## src/rtl/adder_err_accum_pkg.sv

```systemverilog
// Shared types and default widths for the adder error accumulator.
package adder_err_accum_pkg;

  localparam int W_DEF     = 128;
  localparam int CNT_W_DEF = 32;

  // sum_ed must hold 2^CNT_W samples of a (W+1)-bit distance without wrapping
  function automatic int acc_w(input int w, input int cnt_w);
    return w + 1 + cnt_w;
  endfunction

  typedef enum logic [1:0] {
    IDLE  = 2'd0,
    RUN   = 2'd1,
    DRAIN = 2'd2,
    DONE  = 2'd3
  } state_t;

endpackage

```

## src/rtl/adder_err_accum_if.sv

```systemverilog
// Result stream from the adder under test: approx/exact pair with valid/ready.
interface adder_err_accum_if #(
  parameter int W = adder_err_accum_pkg::W_DEF
);
  logic       in_valid;
  logic       in_ready;
  logic [W:0] approx;
  logic [W:0] exact;

  modport master (output in_valid, output approx, output exact, input in_ready);
  modport slave  (input in_valid, input approx, input exact, output in_ready);
endinterface

```

## src/rtl/adder_err_dist.sv

```systemverilog
// Error-distance datapath: registers the signed difference and mismatch flag.
// Latency: 1 cycle to the registered diff; ed is the combinational abs of that register.
// Backpressure: none, a pair is captured whenever acc is high.
module adder_err_dist #(
  parameter int W = adder_err_accum_pkg::W_DEF
) (
  input  logic       clk,
  input  logic       rst,
  input  logic       acc,
  input  logic [W:0] approx,
  input  logic [W:0] exact,
  output logic       s1_vld,
  output logic       neq,
  output logic [W:0] ed
);
  localparam int EW = W + 1;

  logic [W+1:0] d;

  always_ff @(posedge clk or posedge rst) begin
    if (rst) begin
      s1_vld <= 1'b0;
      neq    <= 1'b0;
      d      <= '0;
    end else begin
      s1_vld <= acc;
      if (acc) begin
        d   <= {1'b0, approx} - {1'b0, exact};
        neq <= (approx != exact);
      end
    end
  end

  // |d| always fits in W+1 bits, so the low bits of the negation are exact
  assign ed = d[W+1] ? (~d[W:0] + EW'(1)) : d[W:0];

endmodule

```

## src/rtl/adder_err_accum.sv

```systemverilog
// Run controller and error statistics for an approximate adder result stream.
// Latency: stats include a pair one edge after its accept; done two edges after the last accept.
// Backpressure: in_ready only while running; pairs outside RUN are ignored.
module adder_err_accum #(
  parameter int W     = adder_err_accum_pkg::W_DEF,
  parameter int CNT_W = adder_err_accum_pkg::CNT_W_DEF,
  parameter int ACC_W = adder_err_accum_pkg::acc_w(W, CNT_W)
) (
  input  logic                 clk,
  input  logic                 rst,
  input  logic                 start,
  input  logic [CNT_W-1:0]     n_samples,
  adder_err_accum_if.slave     s,
  output logic                 busy,
  output logic                 done,
  output logic [CNT_W-1:0]     sample_cnt,
  output logic [CNT_W-1:0]     err_cnt,
  output logic [W:0]           max_ed,
  output logic [ACC_W-1:0]     sum_ed,
  output logic                 sat
);
  import adder_err_accum_pkg::*;

  localparam int AW1 = ACC_W + 1;

  state_t           state, state_nx;
  logic [CNT_W-1:0] rem;
  logic             acc, last, start_ok;
  logic             s1_vld, s1_neq;
  logic [W:0]       ed;
  logic [ACC_W:0]   sum_nx;

  assign s.in_ready = (state == RUN);
  assign acc        = s.in_valid & s.in_ready;
  assign last       = acc && (rem == CNT_W'(1));
  assign start_ok   = start && ((state == IDLE) || (state == DONE));
  assign busy       = (state == RUN) || (state == DRAIN);
  assign done       = (state == DONE);
  assign sum_nx     = {1'b0, sum_ed} + AW1'(ed);

  adder_err_dist #(.W(W)) u_dist (
    .clk    (clk),
    .rst    (rst),
    .acc    (acc),
    .approx (s.approx),
    .exact  (s.exact),
    .s1_vld (s1_vld),
    .neq    (s1_neq),
    .ed     (ed)
  );

  always_ff @(posedge clk or posedge rst) begin
    if (rst) state <= IDLE;
    else     state <= state_nx;
  end

  always_comb begin
    state_nx = state;
    case (state)
      IDLE, DONE: if (start) state_nx = (n_samples == '0) ? DRAIN : RUN;
      RUN:        if (last) state_nx = DRAIN;
      DRAIN:      if (!s1_vld) state_nx = DONE;
      default:    state_nx = IDLE;
    endcase
  end

  always_ff @(posedge clk or posedge rst) begin
    if (rst) begin
      rem        <= '0;
      sample_cnt <= '0;
      err_cnt    <= '0;
      max_ed     <= '0;
      sum_ed     <= '0;
      sat        <= 1'b0;
    end else if (start_ok) begin
      rem        <= n_samples;
      sample_cnt <= '0;
      err_cnt    <= '0;
      max_ed     <= '0;
      sum_ed     <= '0;
      sat        <= 1'b0;
    end else begin
      if (acc) begin
        rem        <= rem - CNT_W'(1);
        sample_cnt <= sample_cnt + CNT_W'(1);
      end
      if (s1_vld) begin
        err_cnt <= err_cnt + CNT_W'(s1_neq);
        if (ed > max_ed) max_ed <= ed;
        // once saturated, further adds either stay at all-ones or overflow back to it
        if (sum_nx[ACC_W]) begin
          sum_ed <= '1;
          sat    <= 1'b1;
        end else begin
          sum_ed <= sum_nx[ACC_W-1:0];
        end
      end
    end
  end

endmodule

```

## src/flat_wrapper.sv

```systemverilog
// flat-port wrapper written by rule: the top's interface ports become plain ports
module adder_err_accum_flat import adder_err_accum_pkg::*;
#(
  parameter int W     = adder_err_accum_pkg::W_DEF,
  parameter int CNT_W = adder_err_accum_pkg::CNT_W_DEF,
  parameter int ACC_W = adder_err_accum_pkg::acc_w(W, CNT_W)
)
  (clk, rst, start, n_samples, busy, done, sample_cnt, err_cnt, max_ed, sum_ed, sat, s_in_valid, s_approx, s_exact, s_in_ready);
  adder_err_accum_if #(.W(W)) s_i ();
  input  logic clk;
  input  logic rst;
  input  logic start;
  input  logic [CNT_W-1:0] n_samples;
  output logic busy;
  output logic done;
  output logic [CNT_W-1:0] sample_cnt;
  output logic [CNT_W-1:0] err_cnt;
  output logic [W:0] max_ed;
  output logic [ACC_W-1:0] sum_ed;
  output logic sat;
  input wire logic [$bits(s_i.in_valid)-1:0] s_in_valid;
  input wire logic [$bits(s_i.approx)-1:0] s_approx;
  input wire logic [$bits(s_i.exact)-1:0] s_exact;
  output wire logic [$bits(s_i.in_ready)-1:0] s_in_ready;
  assign s_i.in_valid = s_in_valid;
  assign s_i.approx = s_approx;
  assign s_i.exact = s_exact;
  assign s_in_ready = s_i.in_ready;
  adder_err_accum #(.W(W), .CNT_W(CNT_W), .ACC_W(ACC_W)) u_core (.clk(clk), .rst(rst), .start(start), .n_samples(n_samples), .s(s_i), .busy(busy), .done(done), .sample_cnt(sample_cnt), .err_cnt(err_cnt), .max_ed(max_ed), .sum_ed(sum_ed), .sat(sat));
endmodule
```

## config.mk

```make
export PLATFORM = sky130hd
export DESIGN_NAME = adder_err_accum_flat
export DESIGN_NICKNAME = d
export VERILOG_FILES = /design/src/rtl/adder_err_accum_pkg.sv /design/src/rtl/adder_err_accum_if.sv /design/src/rtl/adder_err_dist.sv /design/src/rtl/adder_err_accum.sv /design/src/flat_wrapper.sv
export SDC_FILE = /design/constraint.sdc
export NUM_CORES = 2
export LEC_CHECK = 0
export CORE_UTILIZATION = 50
export CTS_CLUSTER_DIAMETER = 120
export CTS_CLUSTER_SIZE = 14
export DETAILED_ROUTE_END_ITERATION = 6
export GPL_ROUTABILITY_DRIVEN = 0
export PLACE_DENSITY = 0.81
export SETUP_SLACK_MARGIN = 0.02
export SLEW_MARGIN = 20
export SYNTH_ARGS = -nofsm -noshare
export SYNTH_HDL_FRONTEND = slang
export SYNTH_SLANG_ARGS = --single-unit
```

## constraint.sdc

```tcl
create_clock -name clk -period 21.9 [get_ports clk]
set_clock_uncertainty 0.15 [all_clocks]
set_input_delay 4.38 -clock clk [delete_from_list [all_inputs] [get_ports clk]]
set_output_delay 4.38 -clock clk [all_outputs]
set_load 0.02 [all_outputs]
```

======== Yosys cells after proc, flatten, opt, wreduce, memory -nomap -nowiden ========
Cells that the tools add are included.
word-level totals
  flip-flop bits (word level) ............. 521
  latch bits .............................. 0
  bits in writable memories ............... 0
  ROM bits ................................ 0
  input port bits ......................... 294
  output and inout port bits .............. 358
  memories ................................ 0
cells by class
  add/sub/neg operators ................... 6
  multipliers ............................. 0
  divide/modulo/power cells ............... 0
  order comparisons ....................... 1
  eq/ne operators ......................... 8
  shifts and indexed selects .............. 0
  multiplexer cells ....................... 21
  bitwise logic cells ..................... 2
  reductions and logical operators ........ 14
operators with widths
  kind                     number
  $mux 129                 4
  $mux 161                 3
  $mux 32                  6
  $add 161x129->162        1
  $sub 129x129->130        1
  $add 129x1->129 const B  1
  $gt 129x129->1           1
  $ne 129x129->1           1
  $not 129->129            1
  $add 32x1->32            1
  $add 32x1->32 const B    1
  $eq 32x1->1 const B      1
  $logic_not 32->1         1
  $sub 32x1->32 const B    1
  $mux 2                   4
  $reduce_bool 2->1        4
  $ne 2x2->1 const B       3
  $pmux 2 s3               1
  $eq 2x2->1 const B       2
  $reduce_and 2->1         2
  $mux 1                   3
  $reduce_and 3->1         1
  $eq 2x1->1 const B       1
  $logic_and 1x1->1        2
  other kinds (4)          5

======== Depth between registers and ports, before layout ========
  depth after elaboration ................. 7
  gate-level depth with buffers ........... 26
  depth with buffers taken out ............ 26

======== By module ========
Synthesis repeated with hierarchy kept, for this count alone.
unflattened totals
  cell total of the unflattened synthesis .. 6059
  area total of the unflattened synthesis .. 48444.0 µm²
by module, submodules not included
  module           instances  cells each  area an instance (µm²)
  adder_err_accum  1          3895        31884.3
  adder_err_dist   1          2164        16559.6

======== Least setup slack after synthesis ========
Ideal clock, no wire load.
  kind .................................... input to register
  start ................................... input s_exact[9]
  end ..................................... register u_core.u_dist.d[126]
  library setup time ...................... 135 ps
  data arrival time ....................... 7881 ps
  data required time ...................... 21615 ps
  setup slack ............................. 13734 ps
  cell stages on the path ................. 16
  cells stage by stage .................... inv_1 ha_1 clkbuf_1 nand4_1 or2_2 a21oi_1 a311oi_1 o41ai_1 a31oi_1 o21ai_0 a41oi_1 o21ai_0 nor3b_1 a21oi_1 xnor2_1 o21ai_0
on the way
  cells in the longest elaborated chain, start to end .. 1
RTL lines
  element                 line                  text
  start: declaration      flat_wrapper.sv:23    input wire logic [$bits(s_i.exact)-1:0] s_exact;
  $sub 129x129->130       adder_err_dist.sv:28  d <= {1'b0, approx} - {1'b0, exact};
  end signal: assignment  adder_err_dist.sv:28
  end: declaration        adder_err_dist.sv:18  logic [W+1:0] d;
Every way passes these cells.
A chain may end at the register's enable or synchronous reset.

======== Worst setup path after layout ========
  start ................................... input s_approx[0]
  end ..................................... register u_core.u_dist.d[126]
on the way
  cells in the longest elaborated chain, start to end .. 1
RTL lines
  element             line                  text
  start: declaration  flat_wrapper.sv:22    input wire logic [$bits(s_i.approx)-1:0] s_approx;
  $sub 129x129->130   adder_err_dist.sv:28
Every way passes these cells.

==> impl_summary.log <==
INFO  metric status = finished clean
INFO  metric power.leakage = 22.6 nW
INFO  metric final_util = 0.603
INFO  metric most_frequent_cell_after_synthesis = nand2_1
INFO  metric yosys-top-cells-count = nand2_1 (581), o21ai_0 (578), dfrtp_1 (521), nor2_1 (467), a21oi_1 (461)
INFO  metric ctsRootBufferMaster = clkbuf_16
INFO  metric grt_resource_usage_total = 0.326
INFO  metric port_buffers = 651
INFO  metric end_kind = register
INFO  metric synthesis.instances = around 5500
INFO  metric die_area = 89100 um2
INFO  metric via_per_inst = 6.18
INFO  metric synth_compound_area_frac = 0.239
INFO  metric max_cap_viol_count = 0
INFO  metric detailroute.via_count = 44300
INFO  metric synth_async_sr_flop_share = 1.00
INFO  metric min_path_type = reg2reg
INFO  metric wire_per_inst = roughly 21 um
INFO  metric critical_path_class = in2reg
INFO  metric final_cell_count_no_fill = 7170
INFO  metric crit-reg2reg-capture = u_core.sum_ed[15]
INFO  metric cts_post_setup_buffers_inserted = 0
INFO  metric max_freq = 101 MHz
INFO  metric number_of_antenna_violations_at_the_first_check_in_global_routing = 3
INFO  metric globalRouteOverflowTotal = 0
INFO  metric cts-resized-gates = 0
INFO  metric fin_crit_sh = 0.454
INFO  metric cpMaxStageDelayCell = o41ai_1
INFO  metric post_synth_num_cell_types = 74
INFO  metric cp_launch_type = primary input
INFO  metric synth_top_area_cell = dfrtp_1
INFO  metric critical-path-max-stage-delay = 1.11 ns
INFO  metric firstDrtPassIters = 7
INFO  metric sum_of_negative_setup_slack = 0 ns
INFO  metric detail_route.drc_violations = 0
INFO  metric synth_fp_nets = 6249
INFO  metric layout-area-overhead-vs-synth = 19.3%
INFO  metric synthAdderAreaFrac = 0.119
INFO  metric yosys-mux-area-fraction = 0.0193
INFO  metric r2r_setup_slack = 11.99 ns
INFO  metric cts_tree = built
INFO  metric cp.buffers_inverters = 5
INFO  metric floorplan.die.width = between 200 and 300 um
INFO  metric tritoncts_num_sinks = around 520
INFO  metric xor_and_xnor_fraction_of_the_mapped_netlist_area = 0.0961
INFO  metric critPathRequiredTime = 22.21 ns
INFO  metric floorplan.initialDensity = 0.506
INFO  metric seq_cells_post_synth = 521
INFO  metric initialDrtViolationCount = 4653
INFO  metric finish.instance_area = 52400 um2
INFO  metric setup_repair_after_global_routing_missed_its_margin = no
INFO  metric timing.max_slew.rel_slack = 0.148
INFO  metric route.antenna.remaining_nets = 0
INFO  metric globalRouteMet1Util = 0.411
INFO  metric dpl.hpwl = around 120 mm
INFO  metric number_of_buffers_added_by_the_clock_tree_synthesis_step = between 40 and 50
INFO  metric final_layout_size_suffix_gt1_frac = 0.0243
INFO  metric clk_pin_slew = 0.07 ns
INFO  metric syn_avg_cell_area = 7.93 um2
INFO  metric synth_top_flop_cell = dfrtp_1
INFO  metric num-nets-final = between 6000 and 7000
INFO  metric count_of_h_tree_levels_built_during_cts = 2
INFO  metric combinational_family_with_the_most_area_after_synthesis = compound AO/OA/AOI/OAI gates
INFO  metric crit_path_start = s_approx[0]
INFO  metric grtUsageMet2 = 0.526
INFO  metric power.density = 153 nW/um2
INFO  metric hold_violations = 0
INFO  metric final_max_slew_viol_count = 0
INFO  metric timing.critical_path.arrival = 10.25 ns
INFO  metric die_h = 298 um
INFO  metric totalWireLength = 152 mm
INFO  metric synth_largest_type_area_fraction = 0.297
INFO  metric hold_crit_depth = 2
INFO  metric wire_length_of_the_first_global_routing_pass = 231 mm
INFO  metric timing.critical_path.fanout_max = 5
INFO  metric synth_seq_area_share = 0.297
INFO  metric first_global_vias = 41000
INFO  metric dpl-instance-area = 51300 um2
INFO  metric floorplan.rows = about 110
INFO  metric crit_path_cell_trace = clkdlybuf4s50_1 -> inv_1 -> ha_1 -> fa_1 -> nor2b_1 -> o21bai_1 -> a21oi_1 -> a311oi_1 -> buf_4 -> o41ai_1 -> a31oi_1 -> buf_4 -> o21ai_0 -> buf_4 -> a41oi_1 -> o21ai_0 -> nor3b_1 -> a21oi_1 -> xnor2_1 -> o21ai_0
INFO  metric critical-path-top-delay-family = compound AO/OA/AOI/OAI gates
INFO  metric synth_top_cells_by_area = dfrtp_1 (30%), ha_1 (12%), xnor2_1 (6.7%), o21ai_0 (6.6%), a21oi_1 (5.3%)
INFO  metric synthSimpleGateAreaFrac = 0.176
INFO  metric num_io_pins = approximately 650
INFO  metric number_of_flops_mapped_to_enable_cells_by_yosys = 0
INFO  metric clock_insertion_delay_worst_skew = ~0.61 ns
INFO  metric r2r_cells = 27
INFO  metric mappedNetlistArea = about 44000 um2
INFO  metric num-fill-cells = ~7600
INFO  metric place.detailed.instances = 7120
INFO  metric cts.hold.buffers_added = 0
INFO  metric busiest_layer = met2
INFO  metric finalSetupViolCount = 0
INFO  metric groute.layer.met3.usage = 0.0679
INFO  metric timing.final.crit_period = around 9.9 ns
INFO  metric peakVddDrop = 0.0957 mV
INFO  metric cts.path.max_buffers = 3
INFO  metric cp_num_cells = 20
INFO  metric synth.yosys.warnings = 0
INFO  metric setup.worst_path.end = u_core.u_dist.d[126]
INFO  metric timing.rr.start = u_core.u_dist.d[0]
INFO  metric grt_max_degree = 155
INFO  metric floorplan.core_area = 86900 um2
INFO  metric worstMarginPinSlew = 1.26 ns
## placed cells by master, fill, tap and decap left out, types with 5 or more instances in the layout
cell             count
o21ai_1              5
o31ai_1             64
a21boi_0            18
dfrtp_1            519
o21a_1              17
a211oi_1           144
nor2_1             467
clkdlybuf4s50_1    651
a221oi_1            11
o221ai_1             8
nor2b_1             17
and4_1              10
and2_1              12
a31o_2               5
and3_1              31
or3_1               52
mux2_2               5
xnor2_1            338
nand3_1             94
clkbuf_16           45
nor3_1              88
nand2_1            579
a31oi_1             65
o21ai_0            578
nand2b_1            33
xor2_1             144
mux2i_1             79
inv_1              370
o21bai_1            79
o41ai_1             23
a221o_1             11
a21oi_1            461
ha_1               414
or4_1               22
a21o_1             169
nor4_1              48
o211ai_1            24
or2_2               20
buf_4               35
nand4_1            171
## report_power, final
group	internal, W	total, W	switching (W)
combinational	0.00218	0.00562	0.00344
sequential	0.00129	0.00167	0.000385
clock	0.000368	0.000735	0.000368
total	0.00383	0.00802	0.00419
## layout make-up
type,count,area (um2),area share
multi-input combinational,4383,28500,0.544
sequential,521,13000,0.249
timing repair buffer,689,6830,0.130
tap,1155,1450,0.0276
inverter,372,1400,0.0268
clock buffer,48,1150,0.0219
clock inverter,1,11.3,0.000215
antenna,1,2.50,0.0000477
## worst min path at each step
| stage | from | endpoint | slack (ns) |
|---|---|---|---|
| floorplan | u_core.u_dist.d[128] | u_core.u_dist.d[128] | 0.32 |
| global placement | u_core.sat | u_core.sat | 0.31 |
| detailed placement | u_core.sat | u_core.sat | 0.34 |
| CTS | u_core.sat | u_core.sat | 0.35 |
| global route | u_core.u_dist.d[128] | u_core.u_dist.d[128] | 0.37 |
| finish | u_core.sat | u_core.sat | 0.35 |
## metal layers
metal,wire (um),share of wire,vias up
li1,-,-,20700
met1,59800,0.39,21000
met2,68500,0.45,2222
met3,14200,0.094,438
met4,9170,0.060,2
met5,13,0.000086,-
## cell families after synthesis
family          count (synthesis)
xor+xnor                      482
buf+inv                       635
simple gates                 1669
fa+ha+maj                     416
flops                         521
compound gates               1732
mux                            84
## flip-flops by register name, indices dropped and copies added, names as in the netlist
signal / count
u_core.sample_cnt: 32
u_core.state: 2
u_core.sum_ed: 161
u_core.rem: 32
u_core.sat: 1
u_core.u_dist.neq: 1
u_core.err_cnt: 32
u_core.max_ed: 129
u_core.u_dist.d: 130
u_core.u_dist.s1_vld: 1
## tightest hold or removal path: stages, from the launching register on
cell and delay [ns]:
dfrtp_1 0.36, nand2_1 0.05, nand2_1 0.06
## stage by stage
step                setup WS [ns]  hold WS [ns]  power [W]
floorplan                    2.81         0.320    0.00545
global placement            11.95         0.314    0.00698
detailed placement          11.72         0.341    0.00713
CTS                         12.29         0.349    0.00791
global route                11.58         0.372    0.00859
finish                      11.96         0.351    0.00802
(Power assumes the default switching activity.)
